--- src/rtl/dma_priority_encoder.sv ---
`timescale 1ns/1ps
// ----------------------------------------------------------------------------
// dma_priority_encoder
//
// Purpose:
//   DREQ arbiter for a 4-channel 8237A-style DMA controller. Raw channel
//   requests are qualified by sense polarity and mask. One channel is picked
//   by fixed or rotating priority, then Hrq is raised towards the CPU. Once
//   Hlda is granted, the DACK of the winning channel is driven. The
//   timing/control FSM downstream consumes ReqID/ValidReqID.
//
// Configuration macro:
//   PE_ROTATING_EN
//     - defined:   RotatingPriority selects fixed (0) or rotating (1) priority.
//     - undefined: fixed priority only. RotatingPriority is ignored and no
//                  rotation pointer is built.
//
// Ports:
//   Clock            in   system clock, all logic on posedge
//   Reset            in   synchronous, active-high reset
//   Dreq[3:0]        in   raw channel requests (polarity per SenseDreq)
//   Hlda             in   hold acknowledge from CPU
//   RotatingPriority in   0 = fixed priority, 1 = rotating priority
//   SenseDreq        in   0 = Dreq active-high, 1 = Dreq active-low
//   SenseDack        in   0 = Dack active-low, 1 = Dack active-high
//   DmaDisable       in   1 = no new arbitration / Hrq
//   Mask[3:0]        in   1 = channel masked
//   PendingReq[3:0]  out  registered qualified requests (active-high)
//   Hrq              out  hold request to CPU
//   Dack[3:0]        out  channel acknowledges (polarity per SenseDack)
//   ValidReqID       out  ReqID holds a valid winner
//   ReqID[1:0]       out  index of the winning channel
//   o_dbg_state[1:0] out  current arbiter FSM state (IDLE=0, REQ=1, GRANT=2)
//
// Handshake:
//   Hrq/ValidReqID rise together one cycle after a qualified request is seen
//   in IDLE. Hlda is a level: while it is sampled high in REQ, the arbiter
//   moves to GRANT and drives Dack[ReqID]. Service ends on the cycle after
//   Hlda falls or after the serviced request is withdrawn or masked.
// ----------------------------------------------------------------------------
module dma_priority_encoder #(
    parameter int NUM_CH   = 4,
    parameter int REQ_ID_W = 2
) (
    input  logic                Clock,
    input  logic                Reset,
    input  logic [NUM_CH-1:0]   Dreq,
    input  logic                Hlda,
    input  logic                RotatingPriority,
    input  logic                SenseDreq,
    input  logic                SenseDack,
    input  logic                DmaDisable,
    input  logic [NUM_CH-1:0]   Mask,
    output logic [NUM_CH-1:0]   PendingReq,
    output logic                Hrq,
    output logic [NUM_CH-1:0]   Dack,
    output logic                ValidReqID,
    output logic [REQ_ID_W-1:0] ReqID,
    output logic [1:0]          o_dbg_state
);

    localparam logic [1:0] ST_IDLE  = 2'd0;
    localparam logic [1:0] ST_REQ   = 2'd1;
    localparam logic [1:0] ST_GRANT = 2'd2;

    localparam logic [NUM_CH-1:0] ONE_CH = {{(NUM_CH-1){1'b0}}, 1'b1};

    logic [1:0]          r_state;
    logic [REQ_ID_W-1:0] r_req_id;
    logic                r_valid;
    logic                r_hrq;
    logic [NUM_CH-1:0]   r_dack_act;
    logic [NUM_CH-1:0]   r_pending;
    // Dreq sense captured when service starts, so a mid-service sense change
    // cannot flip the serviced request and end the transfer early.
    logic                r_sense_dreq_svc;

    logic [NUM_CH-1:0]   w_eff_req;
    logic [NUM_CH-1:0]   w_eff_svc;
    logic                w_svc_req;
    logic [REQ_ID_W-1:0] w_fixed_id;
    logic [REQ_ID_W-1:0] w_winner;
    logic [NUM_CH-1:0]   w_dack_act;
    logic                w_grant_exit;

    assign w_eff_req = (SenseDreq ? ~Dreq : Dreq) & ~Mask;
    assign w_eff_svc = (r_sense_dreq_svc ? ~Dreq : Dreq) & ~Mask;
    assign w_svc_req = w_eff_svc[r_req_id];

    assign w_grant_exit = (r_state == ST_GRANT) && (!Hlda || !w_svc_req);

    // Fixed priority: scan from the top down so the lowest index wins.
    always_comb begin
        w_fixed_id = '0;
        for (int i = NUM_CH - 1; i >= 0; i--) begin
            if (w_eff_req[i]) begin
                w_fixed_id = REQ_ID_W'(i);
            end
        end
    end

`ifdef PE_ROTATING_EN
    logic [REQ_ID_W-1:0] r_lowest;
    logic [REQ_ID_W-1:0] w_rot_id;
    logic                w_rot_found;

    // Search starts one past the last-serviced channel and wraps. The final
    // step (k = NUM_CH) truncates back onto r_lowest itself.
    always_comb begin
        logic [REQ_ID_W-1:0] idx;
        w_rot_id    = '0;
        w_rot_found = 1'b0;
        for (int k = 1; k <= NUM_CH; k++) begin
            idx = r_lowest + REQ_ID_W'(k);
            if (!w_rot_found && w_eff_req[idx]) begin
                w_rot_id    = idx;
                w_rot_found = 1'b1;
            end
        end
    end

    assign w_winner = RotatingPriority ? w_rot_id : w_fixed_id;

    // Only a completed GRANT counts as a service. A request dropped while
    // still in REQ leaves the rotation untouched.
    always_ff @(posedge Clock) begin
        if (Reset) begin
            r_lowest <= REQ_ID_W'(NUM_CH - 1);
        end else if (w_grant_exit) begin
            r_lowest <= r_req_id;
        end
    end
`else
    logic w_unused_rot;
    assign w_unused_rot = RotatingPriority;
    assign w_winner     = w_fixed_id;
`endif

    always_ff @(posedge Clock) begin
        if (Reset) begin
            r_state          <= ST_IDLE;
            r_req_id         <= '0;
            r_valid          <= 1'b0;
            r_hrq            <= 1'b0;
            r_dack_act       <= '0;
            r_pending        <= '0;
            r_sense_dreq_svc <= 1'b0;
        end else begin
            r_pending <= w_eff_req;
            case (r_state)
                ST_IDLE: begin
                    r_sense_dreq_svc <= SenseDreq;
                    if (|w_eff_req && !DmaDisable) begin
                        r_req_id <= w_winner;
                        r_valid  <= 1'b1;
                        r_hrq    <= 1'b1;
                        r_state  <= ST_REQ;
                    end
                end
                ST_REQ: begin
                    // A request withdrawn before Hlda is abandoned. The
                    // arbiter never grants a channel that is no longer asking.
                    if (!w_svc_req) begin
                        r_valid <= 1'b0;
                        r_hrq   <= 1'b0;
                        r_state <= ST_IDLE;
                    end else if (Hlda) begin
                        r_dack_act <= ONE_CH << r_req_id;
                        r_state    <= ST_GRANT;
                    end
                end
                ST_GRANT: begin
                    if (w_grant_exit) begin
                        r_dack_act <= '0;
                        r_valid    <= 1'b0;
                        r_hrq      <= 1'b0;
                        r_state    <= ST_IDLE;
                    end
                end
                default: begin
                    r_dack_act <= '0;
                    r_valid    <= 1'b0;
                    r_hrq      <= 1'b0;
                    r_state    <= ST_IDLE;
                end
            endcase
        end
    end

    // The registered Dack is also gated by the live mask. Masking the active
    // channel removes its Dack at once, and service ends on the next edge.
    assign w_dack_act = r_dack_act & ~Mask;

    assign PendingReq  = r_pending;
    assign Hrq         = r_hrq;
    assign ValidReqID  = r_valid;
    assign ReqID       = r_req_id;
    assign Dack        = SenseDack ? w_dack_act : ~w_dack_act;
    assign o_dbg_state = r_state;

endmodule

--- config.mk ---
export PLATFORM = sky130hd
export DESIGN_NAME = dma_priority_encoder
export DESIGN_NICKNAME = d
export VERILOG_FILES = /design/src/rtl/dma_priority_encoder.sv
export SDC_FILE = /design/constraint.sdc
export NUM_CORES = 1
export LEC_CHECK = 0
export BUFFER_PORTS_ARGS = -buffer_cell sky130_fd_sc_hd__buf_4
export CAP_MARGIN = 30
export CORE_UTILIZATION = 40
export DETAILED_ROUTE_END_ITERATION = 7
export SETUP_SLACK_MARGIN = 0.5
export SYNTH_ARGS = -nofsm -noshare
export SYNTH_HDL_FRONTEND = slang
export SYNTH_SLANG_ARGS = --single-unit
--- constraint.sdc ---
create_clock -name Clock -period 2.2 [get_ports Clock]
set_clock_uncertainty 0.1 [all_clocks]
set_input_delay 0.22 -clock Clock [delete_from_list [all_inputs] [get_ports Clock]]
set_output_delay 0.22 -clock Clock [all_outputs]
set_load 0.1 [all_outputs]
== Yosys cells after proc, flatten, opt, wreduce, memory -nomap -nowiden ==
Index checks and enable logic that the tools add are counted.

* Bits of input ports: 15
* Output and inout bits: 14
* Register bits after elaboration: 14

* Eq/ne operators: 8
* Bitwise logic cells: 7
* Shift-type cells: 1
* Order comparisons: 1
* Reductions and logical operators: 12
* Muxes and demuxes: 22

{| class="wikitable"
|+ Operators by type and width
! operator !! number
|-
| two-way mux 4 bit || 6
|-
| two-way mux 2 bit || 8
|-
| AND 4 bit || 3
|-
| NOT 4 bit || 3
|-
| one-hot mux 4 bit (3 select lines) || 1
|-
| inequality test 2 bit (second input constant) || 5
|-
| one-hot mux 2 bit (3 select lines) || 1
|-
| AND reduction 3 bit || 2
|-
| two-way mux 1 bit || 4
|-
| AND reduction 4 bit || 1
|-
| OR reduction 4 bit || 1
|-
| << shifter 1 x 2 -> 4 bit (first input constant) || 1
|-
| logical NOT 1 bit || 3
|-
| < comparator 2 x 3 -> 1 bit (second input constant) || 1
|-
| inequality test 3 bit (second input constant) || 1
|-
| one-hot mux 1 bit (3 select lines) || 1
|-
| binary-select mux 1 bit (select 2 bit) || 1
|-
| == test 2 x 1 -> 1 bit (second input constant) || 1
|-
| == test 2 bit (second input constant) || 1
|-
| logical AND 1 bit || 2
|-
| logical NOT 2 bit || 1
|-
| AND reduction 2 bit || 1
|-
| logical OR 1 bit || 1
|-
| NOT 1 bit || 1
|}

== Longest topological paths before layout ==
Gate-level depths: netlist of the first run.

* Word-level depth: 10
* Depth in mapped cells: 6
* Mapped depth without buffers: 5

== Worst setup path before layout of the first run ==
OpenSTA, ideal clock, no wires.

* Path kind: reg2reg
* Start point: reg r_req_id[0], in the netlist ReqID[0]
* End point: reg r_dack_act[3]
* Library setup time: 74 ps
* Path slack: -375 ps
* Arrival time: 2400 ps
* Required time: 2026 ps
* Stages on the path, launching flop included: 7
* Period minus slack after synthesis: 2575 ps
* Cell sequence: dfxtp_1 clkbuf_2 mux4_2 o22ai_4 buf_6 nand4_1 a31oi_1

* Longest elaborated chain between the ends: 7

{| class="wikitable"
|+ Ends and longest elaborated chain
! what !! RTL line !! text
|-
| start, declared || 69 || <nowiki>logic [REQ_ID_W-1:0] r_req_id;</nowiki>
|-
| start signal, assigned || 154 || <nowiki>r_req_id <= w_winner;</nowiki>
|-
| binary-select mux 1 bit (select 2 bit) || 88 || <nowiki>assign w_svc_req = w_eff_svc[r_req_id];</nowiki>
|-
| two-way mux 1 bit (not written as such) || 88 ||
|-
| logical NOT 1 bit || n/a ||
|-
| logical OR 1 bit || 90 || <nowiki>assign w_grant_exit = (r_state == ST_GRANT) && (!Hlda || !w_svc_req);</nowiki>
|-
| logical AND 1 bit || 90 ||
|-
| inequality test 2 bit (no source line) || n/a ||
|-
| AND reduction 4 bit (no source line) || n/a ||
|-
| end signal, assigned || 168 || <nowiki>r_dack_act <= ONE_CH << r_req_id;</nowiki>
|-
| end, declared || 72 || <nowiki>logic [NUM_CH-1:0] r_dack_act;</nowiki>
|}

Several ways; a longest one is shown, not always the timed one. The select of a mux whose other input is x is not followed.
A chain may end at the register's enable or synchronous reset.

== Worst setup path in the final report of the first run ==
* Start point: reg r_req_id[0], in the netlist ReqID[0]
* End point: reg r_dack_act[1]

The elaborated chain is that of the path after synthesis.

==> results.sh, run 1 <==
export IMPL_io_buffers=27
export IMPL_start_util_pct=42.5
export IMPL_ys_warn_count=0
export IMPL_outcome="completed"
export IMPL_syn_to_final_growth_pct=29.4
export IMPL_critPathKind="reg2reg"
export IMPL_fill_cells=217
export IMPL_core_area_um2=2230
export IMPL_seq_area_um2=287
export IMPL_clock_latency_ns=0.30
export IMPL_antenna_found_initial=0
export IMPL_drive_gt1_share_pct=34.3
export IMPL_cts_root_buf="clkbuf_4"
export IMPL_synth_top_area_share_pct=29.6
export IMPL_clock_fmax_ghz=0.568
export IMPL_async_flop_share_pct=0
export IMPL_die_h_um=50.7
export IMPL_final_cells=162
export IMPL_drcViolationCount=0
export IMPL_slew_headroom_pct=63.5
export IMPL_cp_start_kind="flip-flop"
export IMPL_first_pass_iters=4
export IMPL_worst_slew_pin_slew_ns=0.543
export IMPL_cts_tree="built"
export IMPL_wire_per_inst_um=13.4
export IMPL_netlist_instances=108
export IMPL_crit_fanout=14
export IMPL_synth_simple_gate_area_share_pct=32.2
export IMPL_synth_cell_type_count=36
export IMPL_path_clk_slew_ns=0.10
export IMPL_max_cap_viol_count=0
export IMPL_cts_hold_buf=0
export IMPL_finalPower_mw=0.722
export IMPL_die_width_um=50.7
export IMPL_hold_viol=0
export IMPL_cts_sinks=14
export IMPL_synthMuxAreaShare_pct=6.86
export IMPL_avgSynthCellArea_um2=8.78
export IMPL_peakVddDrop_uv=494
export IMPL_dp_cells=155
export IMPL_track_usage_pct=18.5
export IMPL_cts_max_level=1
export IMPL_yosys_area_top_type="dfxtp_1"
export IMPL_row_count=17
export IMPL_hp_class="in2reg"
export IMPL_ys_seq_elements=14
export IMPL_ys_flop_type="dfxtp_1"
export IMPL_ys_seq_area_share_pct=29.6
export IMPL_die_area_um2=2570
export IMPL_synthAdderAreaFrac_pct=0
export IMPL_netlist_area_um2=948
export IMPL_grt_pass1_wl_um=3480
export IMPL_p_leak_nw=0.445
export IMPL_num_io_pins=29
export IMPL_avgViaCountPerCell=5.37
export IMPL_rsz0062_at_grt="yes"
export IMPL_synth_area_top_cells="dfxtp_1 30%, nor2b_1 7.9%, xnor2_1 7.4%"
export IMPL_synth_compound_area_share_pct=18.6
export IMPL_ant_nets=0
export IMPL_synth_most_common_cell="dfxtp_1"
export IMPL_wirelength_um=2160
export IMPL_setup_violations=0
export IMPL_cts_resized=0
export IMPL_grt_max_degree=15
export IMPL_cp_required_ns=2.32
export IMPL_synthesis_nets=123
export IMPL_fin_tns_setup_ns=0
export IMPL_drt_iter0_drc=22
export IMPL_final_core_util_pct=55.0
export IMPL_finalCritPeriodShare_pct=80.0
export IMPL_antenna_cells=0
export IMPL_min_period_ns=1.76
export IMPL_critPathCaptureType="flip-flop"
export IMPL_powerDensity_nw_per_um2=588
export IMPL_clock_path_buffers=2
export IMPL_multi_input_area_um2=634
export IMPL_vias=870
export IMPL_overflow=0
export IMPL_slew_viol_final=0
export IMPL_grt_pass1_vias=772
export IMPL_synth_top_family_by_area="simple AND/OR/NAND/NOR gates"
export IMPL_yosys_top_cells_count="14 x dfxtp_1, 12 x nor2b_1, 8 x xnor2_1"
export IMPL_crit_arrival_ns=1.88
export IMPL_cts_made_buffers=3
export IMPL_synth_xor_area_share_pct=7.39
export IMPL_nNetsFinal=150
export IMPL_gp_congestion=0.766
export IMPL_dp_final_hpwl_um=1520
export IMPL_synth_edff_count=0
[layout by cell type, fill, tap and decap left out, drive strengths merged, types with 3 or more instances in the layout]
master | netlist | final
nand2 | 3 | 3
nand2b | 6 | 6
xnor2 | 8 | 8
or2 | 4 | 4
or3b | 3 | 3
nand3b | 5 | 5
o21ai | 3 | 3
dfxtp | 14 | 14
nor2 | 7 | 7
buf | 3 | 30
a31oi | 5 | 5
clkbuf | 5 | 4
nor3 | 4 | 4
nor2b | 12 | 12
[power by group]
part	switching [mW]	internal, mW	total, mW
logic	0.184	0.0905	0.275
registers	0.0140	0.264	0.278
clock network	0.0977	0.0707	0.168
total	0.296	0.426	0.722
[layout make-up]
type	count	area share, %
clock buffer	4	2.14
tap	28	2.85
timing repair buffer	30	19.4
multi-input combinational	84	51.7
inverter	2	0.612
sequential	14	23.3
[worst max-delay path: stages (launching register included)]
cell	delay, ns
dfxtp_4	0.38
mux4_2	0.55
o22ai_4	0.22
buf_12	0.15
nand4b_1	0.10
a31oi_1	0.18
[cells by family (layout without fill, tap and decap cells)]
group / count (synthesis) / after routing
AND/OR/NAND/NOR: 50 / 50
AO/OA/AOI/OAI: 22 / 22
flip-flops: 14 / 14
buffers and inverters: 10 / 36
XOR/XNOR: 8 / 8
multiplexers: 4 / 4
[stage by stage]
step                hold WS [ns]  setup slack (ns)  cell area, µm²
floorplan                  0.182            -0.106             981
detailed placement         0.332             0.255            1170
global route              0.0119             0.330            1230
finish                    0.0139             0.441            1230
CTS                       0.0104             0.460            1230
global placement           0.325             0.276            1170
[registers in the layout (all words and copies together), names as in the netlist]
name	cells
PendingReq	4
Hrq	1
r_dack_act	4
o_dbg_state	2
ReqID	2
r_sense_dreq_svc	1
[routing by layer]
| layer | wire [µm] | track usage [%] | part of all wire, % |
|---|---|---|---|
| met5 | 0 | 0 | 0 |
| met1 | 1030 | 25.2 | 48 |
| met2 | 975 | 28.4 | 45 |
| met4 | 31 | 6.94 | 1.4 |
| met3 | 126 | 3.94 | 5.8 |
[timing repair]
item	4_1_cts	5_1_grt
cloned	0	0
endpoints found under the setup margin	6	6
setup buffers	3	0
pin swaps	4	0
endpoints found under the hold margin	0	0
[path summary, 6_finish.rpt]
| kind | start | to | slack [ns] | depth (start not counted) |
|---|---|---|---|---|
| worst min register to register | r_sense_dreq_svc | r_sense_dreq_svc | 0.43 | 2 |
| worst max-delay path | ReqID[0] | r_dack_act[1] | 0.44 | 5 |
| worst min-delay path | Mask[0] | PendingReq[0] | 0.01 | 2 |
| worst max register to register | ReqID[0] | r_dack_act[1] | 0.44 | 5 |
(Power assumes the default switching activity.)
==> run 2, diff against run 1 <==
- clock period: 2.2 -> 1.8 ns (I/O delays scaled with it)
==> results.sh, run 2 (synthesized netlist as in run 1, its figures left out) <==
export IMPL_crit_arrival_ns=1.83
export IMPL_gp_congestion=0.811
export IMPL_wire_per_inst_um=14.6
export IMPL_cp_num_cells=4
export IMPL_row_count=17
export IMPL_clock_path_buffers=2
export IMPL_reg2reg_from="ReqID[0]"
export IMPL_clock_latency_ns=0.28
export IMPL_vias=979
export IMPL_die_width_um=50.7
export IMPL_syn_to_final_growth_pct=81.1
export IMPL_worst_slew_pin_slew_ns=0.277
export IMPL_startpoint="ReqID[0]"
export IMPL_multi_input_area_um2=846
export IMPL_cp_required_ns=1.90
export IMPL_cts_made_buffers=3
export IMPL_min_delay_start="Mask[2]"
export IMPL_critPathKind="reg2reg"
export IMPL_seq_area_um2=298
export IMPL_clock_fmax_ghz=0.579
export IMPL_dp_final_hpwl_um=1840
export IMPL_cp_slowest_cell="mux4_2"
export IMPL_first_pass_iters=4
export IMPL_ant_nets=0
export IMPL_rsz0062_at_grt="yes"
export IMPL_slew_viol_final=0
export IMPL_overflow=0
export IMPL_hp_class="in2reg"
export IMPL_fin_tns_setup_ns=0
export IMPL_whs_ns=0.0311
export IMPL_finalCritPeriodShare_pct=96.0
export IMPL_path_clk_slew_ns=0.09
export IMPL_setup_ws_ns=0.0714
export IMPL_die_h_um=50.7
export IMPL_crit_fanout=7
export IMPL_fill_cells=159
export IMPL_track_usage_pct=23.4
export IMPL_critPathCaptureType="flip-flop"
export IMPL_start_util_pct=42.5
export IMPL_peakVddDrop_uv=487
export IMPL_finalPower_mw=0.982
export IMPL_cts_tree="built"
export IMPL_grt_pass1_vias=928
export IMPL_cts_max_level=1
export IMPL_grt_pass1_wl_um=4350
export IMPL_cpLargestDelayFamily="multiplexers"
export IMPL_dp_slack_ns=-0.110
export IMPL_grt_max_degree=15
export IMPL_powerDensity_nw_per_um2=572
export IMPL_cp_buffers_inverters=0
export IMPL_final_cells=184
export IMPL_max_cap_viol_count=0
export IMPL_max_stage_delay_ns=0.59
export IMPL_num_io_pins=29
export IMPL_drt_iter0_drc=13
export IMPL_antenna_cells=0
export IMPL_outcome="completed"
export IMPL_layout_commonest_cell="buf_4"
export IMPL_cts_hold_buf=0
export IMPL_reg2reg_depth=4
export IMPL_antenna_found_initial=0
export IMPL_avgViaCountPerCell=5.32
export IMPL_nNetsFinal=172
export IMPL_drcViolationCount=0
export IMPL_core_area_um2=2230
export IMPL_cts_root_buf="clkbuf_4"
export IMPL_io_buffers=27
export IMPL_cts_sinks=14
export IMPL_path_cells="mux4_2, o22ai_4, o21bai_1, a211oi_2"
export IMPL_whs_path_depth=3
export IMPL_setup_violations=0
export IMPL_cp_start_kind="flip-flop"
export IMPL_dp_cells=169
export IMPL_min_period_ns=1.73
export IMPL_wirelength_um=2680
export IMPL_p_leak_nw=0.635
export IMPL_drive_gt1_share_pct=57.1
export IMPL_die_area_um2=2570
export IMPL_slew_headroom_pct=81.5
export IMPL_most_common_layout_cells="31 x buf_4, 14 x buf_6, 7 x nor2_1"
export IMPL_hold_viol=0
-- run 2: cell count changes in the layout (fill, tap and decap cells not counted), moves of 2 or more --
cell,change
o221ai_1,-2
xnor2_4,+4
o31ai_1,-2
buf_4,+2
nor2b_4,+5
dfxtp_4,+2
o31ai_4,+2
buf_12,+4
dfxtp_1,-5
dfxtp_2,+3
o221ai_4,+2
nor2b_1,-6
xnor2_1,-4
buf_6,+14
-- run 2: per-stage QoR --
step | area, µm² | utilization, %
2_1_floorplan | 1130 | -
3_3_place_gp | 1400 | 62.7
3_5_place_dp | 1400 | 62.7
4_1_cts | 1610 | 71.9
5_1_grt | 1720 | 76.9
6_report | 1720 | 76.9
-- run 2: timing repair --
action	CTS	global route
cloned	1	0
endpoints found under the setup margin	16	14
resized for setup	30	17
pin swaps	14	6
buffers inserted	6	4
-- run 2: metal layers --
| metal | vias to the layer above | global-route usage [%] | share of wire, % |
|---|---|---|---|
| li1 | 492 | - | - |
| met1 | 464 | 29.1 | 44 |
| met2 | 17 | 40.0 | 52 |
| met3 | 6 | 3.33 | 2.1 |
| met4 | 0 | 10.2 | 1.8 |
| met5 | - | 0 | 0 |
-- run 2: path summary, 6_finish.rpt --
check                   to  slack, ns
max                    Hrq       0.07
min reg2reg  r_dack_act[3]       0.41
min          PendingReq[2]       0.03
max reg2reg            Hrq       0.07
-- run 2: worst reg2reg max path: stages, from the launching register on --
cell,delay [ns]
dfxtp_4,0.38
mux4_2,0.59
o22ai_4,0.28
o21bai_1,0.11
a211oi_2,0.19
-- run 2: where the power goes --
part	internal [mW]	total, mW	switching (mW)
Clock	0.0804	0.192	0.112
Sequential	0.322	0.341	0.0188
Combinational	0.183	0.449	0.266
-- run 2: cell type report --
| type | instances | share of cell area, % |
|---|---|---|
| Sequential cell | 14 | 17.3 |
| Timing Repair Buffer | 51 | 29.4 |
| Clock buffer | 3 | 1.31 |
| Clock inverter | 1 | 0.218 |
| Multi-Input combinational cell | 85 | 49.2 |
| Inverter | 2 | 0.437 |
| Tap cell | 28 | 2.04 |
==> run 3, diff against run 2 <==
- ABC_AREA: default -> 1
- PLACE_DENSITY: default -> 0.67
==> results.sh, run 3 <==
export IMPL_use_met1_pct=24.4
export IMPL_clock_path_buffers=2
export IMPL_ant_nets=0
export IMPL_io_buffers=27
export IMPL_first_pass_iters=4
export IMPL_cts_sinks=14
export IMPL_cts_tree="built"
export IMPL_drcViolationCount=0
export IMPL_power_frac_comb_pct=43.3
export IMPL_slew_viol_final=0
export IMPL_seq_power_share_pct=37.0
export IMPL_min_delay_start="Reset"
export IMPL_antenna_found_initial=0
export IMPL_overflow=0
export IMPL_ys_seq_elements=14
export IMPL_antenna_cells=0
export IMPL_whs_endpoint="o_dbg_state[0]"
export IMPL_vias=862
export IMPL_cp_start_kind="flip-flop"
export IMPL_ys_flop_type="dfxtp_1"
export IMPL_nNetsFinal=178
export IMPL_netlist_instances=129
export IMPL_crit_arrival_ns=1.56
export IMPL_synthesis_nets=144
export IMPL_row_count=15
export IMPL_powerDensity_nw_per_um2=686
export IMPL_cp_slowest_cell="dfxtp_4"
export IMPL_synth_cell_type_count=19
export IMPL_critPathCaptureType="flip-flop"
export IMPL_dp_cells=178
export IMPL_finalCritPeriodShare_pct=80.7
export IMPL_gp_congestion=0.787
export IMPL_synth_area_top_cells="dfxtp_1 35%, nand2_1 17%, nor2_1 10%"
export IMPL_final_cells=187
export IMPL_r2r_end="r_dack_act[1]"
export IMPL_cp_buffers_inverters=2
export IMPL_most_common_layout_cells="28 x buf_4, 26 x nand2_1, 18 x nor2_1"
export IMPL_clockPowerShare_pct=19.7
export IMPL_max_stage_delay_ns=0.38
export IMPL_grt_pass1_vias=756
export IMPL_grt_pass1_wl_um=3170
export IMPL_synth_edff_count=0
export IMPL_path_cells="inv_4, nand2_1, nand3_2, nand2_1, nand2_2, nor2_4, nand3_2, inv_4, nand2_2, a21oi_2"
export IMPL_dp_final_hpwl_um=1510
export IMPL_drt_iter0_drc=24
export IMPL_path_clk_slew_ns=0.09
export IMPL_p_leak_nw=0.632
export IMPL_worst_slew_pin_slew_ns=0.280
export IMPL_core_area_um2=1800
export IMPL_r2r_slack_ns=0.35
export IMPL_die_h_um=46.9
export IMPL_cts_max_level=1
export IMPL_synth_top_area_share_pct=34.7
export IMPL_drive_gt1_share_pct=50.6
export IMPL_ys_warn_count=0
export IMPL_async_flop_share_pct=0
export IMPL_yosys_area_top_type="dfxtp_1"
export IMPL_setup_violations=0
export IMPL_avgSynthCellArea_um2=6.26
export IMPL_p_switching_mw=0.404
export IMPL_ys_seq_area_share_pct=34.7
export IMPL_grt_max_degree=15
export IMPL_hold_viol=0
export IMPL_cpLargestDelayFamily="simple AND/OR/NAND/NOR gates"
export IMPL_max_cap_viol_count=0
export IMPL_wirelength_um=2170
export IMPL_yosys_top_cells_count="36 x nand2_1, 22 x nor2_1, 16 x inv_1"
export IMPL_critPathKind="reg2reg"
export IMPL_clock_fmax_ghz=0.689
export IMPL_use_met2_pct=37.2
export IMPL_outcome="completed"
export IMPL_cp_required_ns=1.91
export IMPL_num_io_pins=29
export IMPL_slew_headroom_pct=81.5
export IMPL_reg2reg_depth=10
export IMPL_internal_power_mw=0.522
export IMPL_wire_per_inst_um=11.6
export IMPL_whs_path_depth=2
export IMPL_rsz0062_at_grt="yes"
export IMPL_peakVddDrop_uv=498
export IMPL_synth_most_common_cell="nand2_1"
export IMPL_track_usage_pct=20.6
export IMPL_min_period_ns=1.45
export IMPL_netlist_area_um2=807
export IMPL_hp_class="in2reg"
export IMPL_syn_to_final_growth_pct=67.1
export IMPL_die_width_um=46.9
export IMPL_crit_fanout=5
export IMPL_fin_tns_setup_ns=0
export IMPL_cts_made_buffers=3
export IMPL_avgViaCountPerCell=4.61
export IMPL_clock_latency_ns=0.28
export IMPL_p_sw_share_pct=43.6
export IMPL_die_area_um2=2200
export IMPL_cts_root_buf="clkbuf_4"
export IMPL_reg2reg_from="r_sense_dreq_svc"
export IMPL_grt_busiest_layer="met2"
export IMPL_met3_usage_pct=3.46
export IMPL_start_util_pct=44.8
export IMPL_layout_commonest_cell="buf_4"
## run 3: cell type report
class / count / area [µm²]
Timing Repair Buffer: 32 / 290
Tap cell: 25 / 31.3
Fill cell: 151 / 453
Sequential cell: 14 / 313
Multi-Input combinational cell: 94 / 616
Clock buffer: 3 / 22.5
Clock inverter: 1 / 3.75
Inverter: 18 / 72.6
## run 3: worst max-delay path by stage
stage / end / slack [ns] / depth (start not counted) / from
floorplan: o_dbg_state[0] / 0.37 / 7 / ReqID[0]
global placement: o_dbg_state[0] / 0.33 / 9 / r_sense_dreq_svc
detailed placement: o_dbg_state[0] / 0.31 / 9 / r_sense_dreq_svc
CTS: o_dbg_state[0] / 0.35 / 9 / r_sense_dreq_svc
global route: r_dack_act[3] / 0.23 / 10 / r_sense_dreq_svc
finish: r_dack_act[1] / 0.35 / 10 / r_sense_dreq_svc
## run 3: worst reg2reg max path, stage by stage (launching register included)
cell and delay (ns):
dfxtp_4 0.38, inv_4 0.05, nand2_1 0.07, nand3_2 0.07, nand2_1 0.08, nand2_2 0.06, nor2_4 0.17, nand3_2 0.12
inv_4 0.09, nand2_2 0.07, a21oi_2 0.12
## run 3: repair_timing
action / CTS / global route
cloned: 0 / 0
setup buffers: 2 / 3
hold endpoints to repair: 0 / 0
endpoints found under the setup margin: 11 / 13
resized for setup: 22 / 21
hold buffers: 0 / 0
pin swaps: 8 / 8
## run 3: layer usage
layer | part of all wire [%] | up-vias
li1 | - | 460
met5 | 0 | -
met2 | 52 | 22
met1 | 42 | 376
met4 | 1.7 | 0
met3 | 4.6 | 4
## run 3: logic make-up (layout without fill, tap and decap cells)
logic type | Yosys count | count (layout) | share of synthesized area (%)
AND/OR/NAND/NOR | 79 | 79 | 42.6
XOR/XNOR | 4 | 4 | 4.34
buffers and inverters | 21 | 54 | 10.4
flip-flops | 14 | 14 | 34.7
AO/OA/AOI/OAI | 11 | 11 | 7.91
## run 3: metrics by stage
stage | total power, mW | util, % | hold slack (ns) | instance area [µm²] | setup WS [ns]
after CTS | 0.919 | 70.1 | 0.0666 | 1260 | 0.348
after floorplan | 0.629 | - | 0.149 | 927 | 0.374
after global routing | 0.974 | 74.9 | 0.0571 | 1350 | 0.233
after detailed placement | 0.714 | 63.5 | 0.364 | 1140 | 0.310
final | 0.925 | 74.9 | 0.0714 | 1350 | 0.348
after global placement | 0.710 | 63.5 | 0.354 | 1140 | 0.329
## run 3: power by group through the flow
stage / registers [mW] / clock network [mW] / logic (mW)
final: 0.343 / 0.182 / 0.400
after global routing: 0.345 / 0.204 / 0.425
after CTS: 0.345 / 0.187 / 0.387
after detailed placement: 0.351 / 0 / 0.363
after global placement: 0.350 / 0 / 0.359
after floorplan: 0.450 / 0 / 0.179
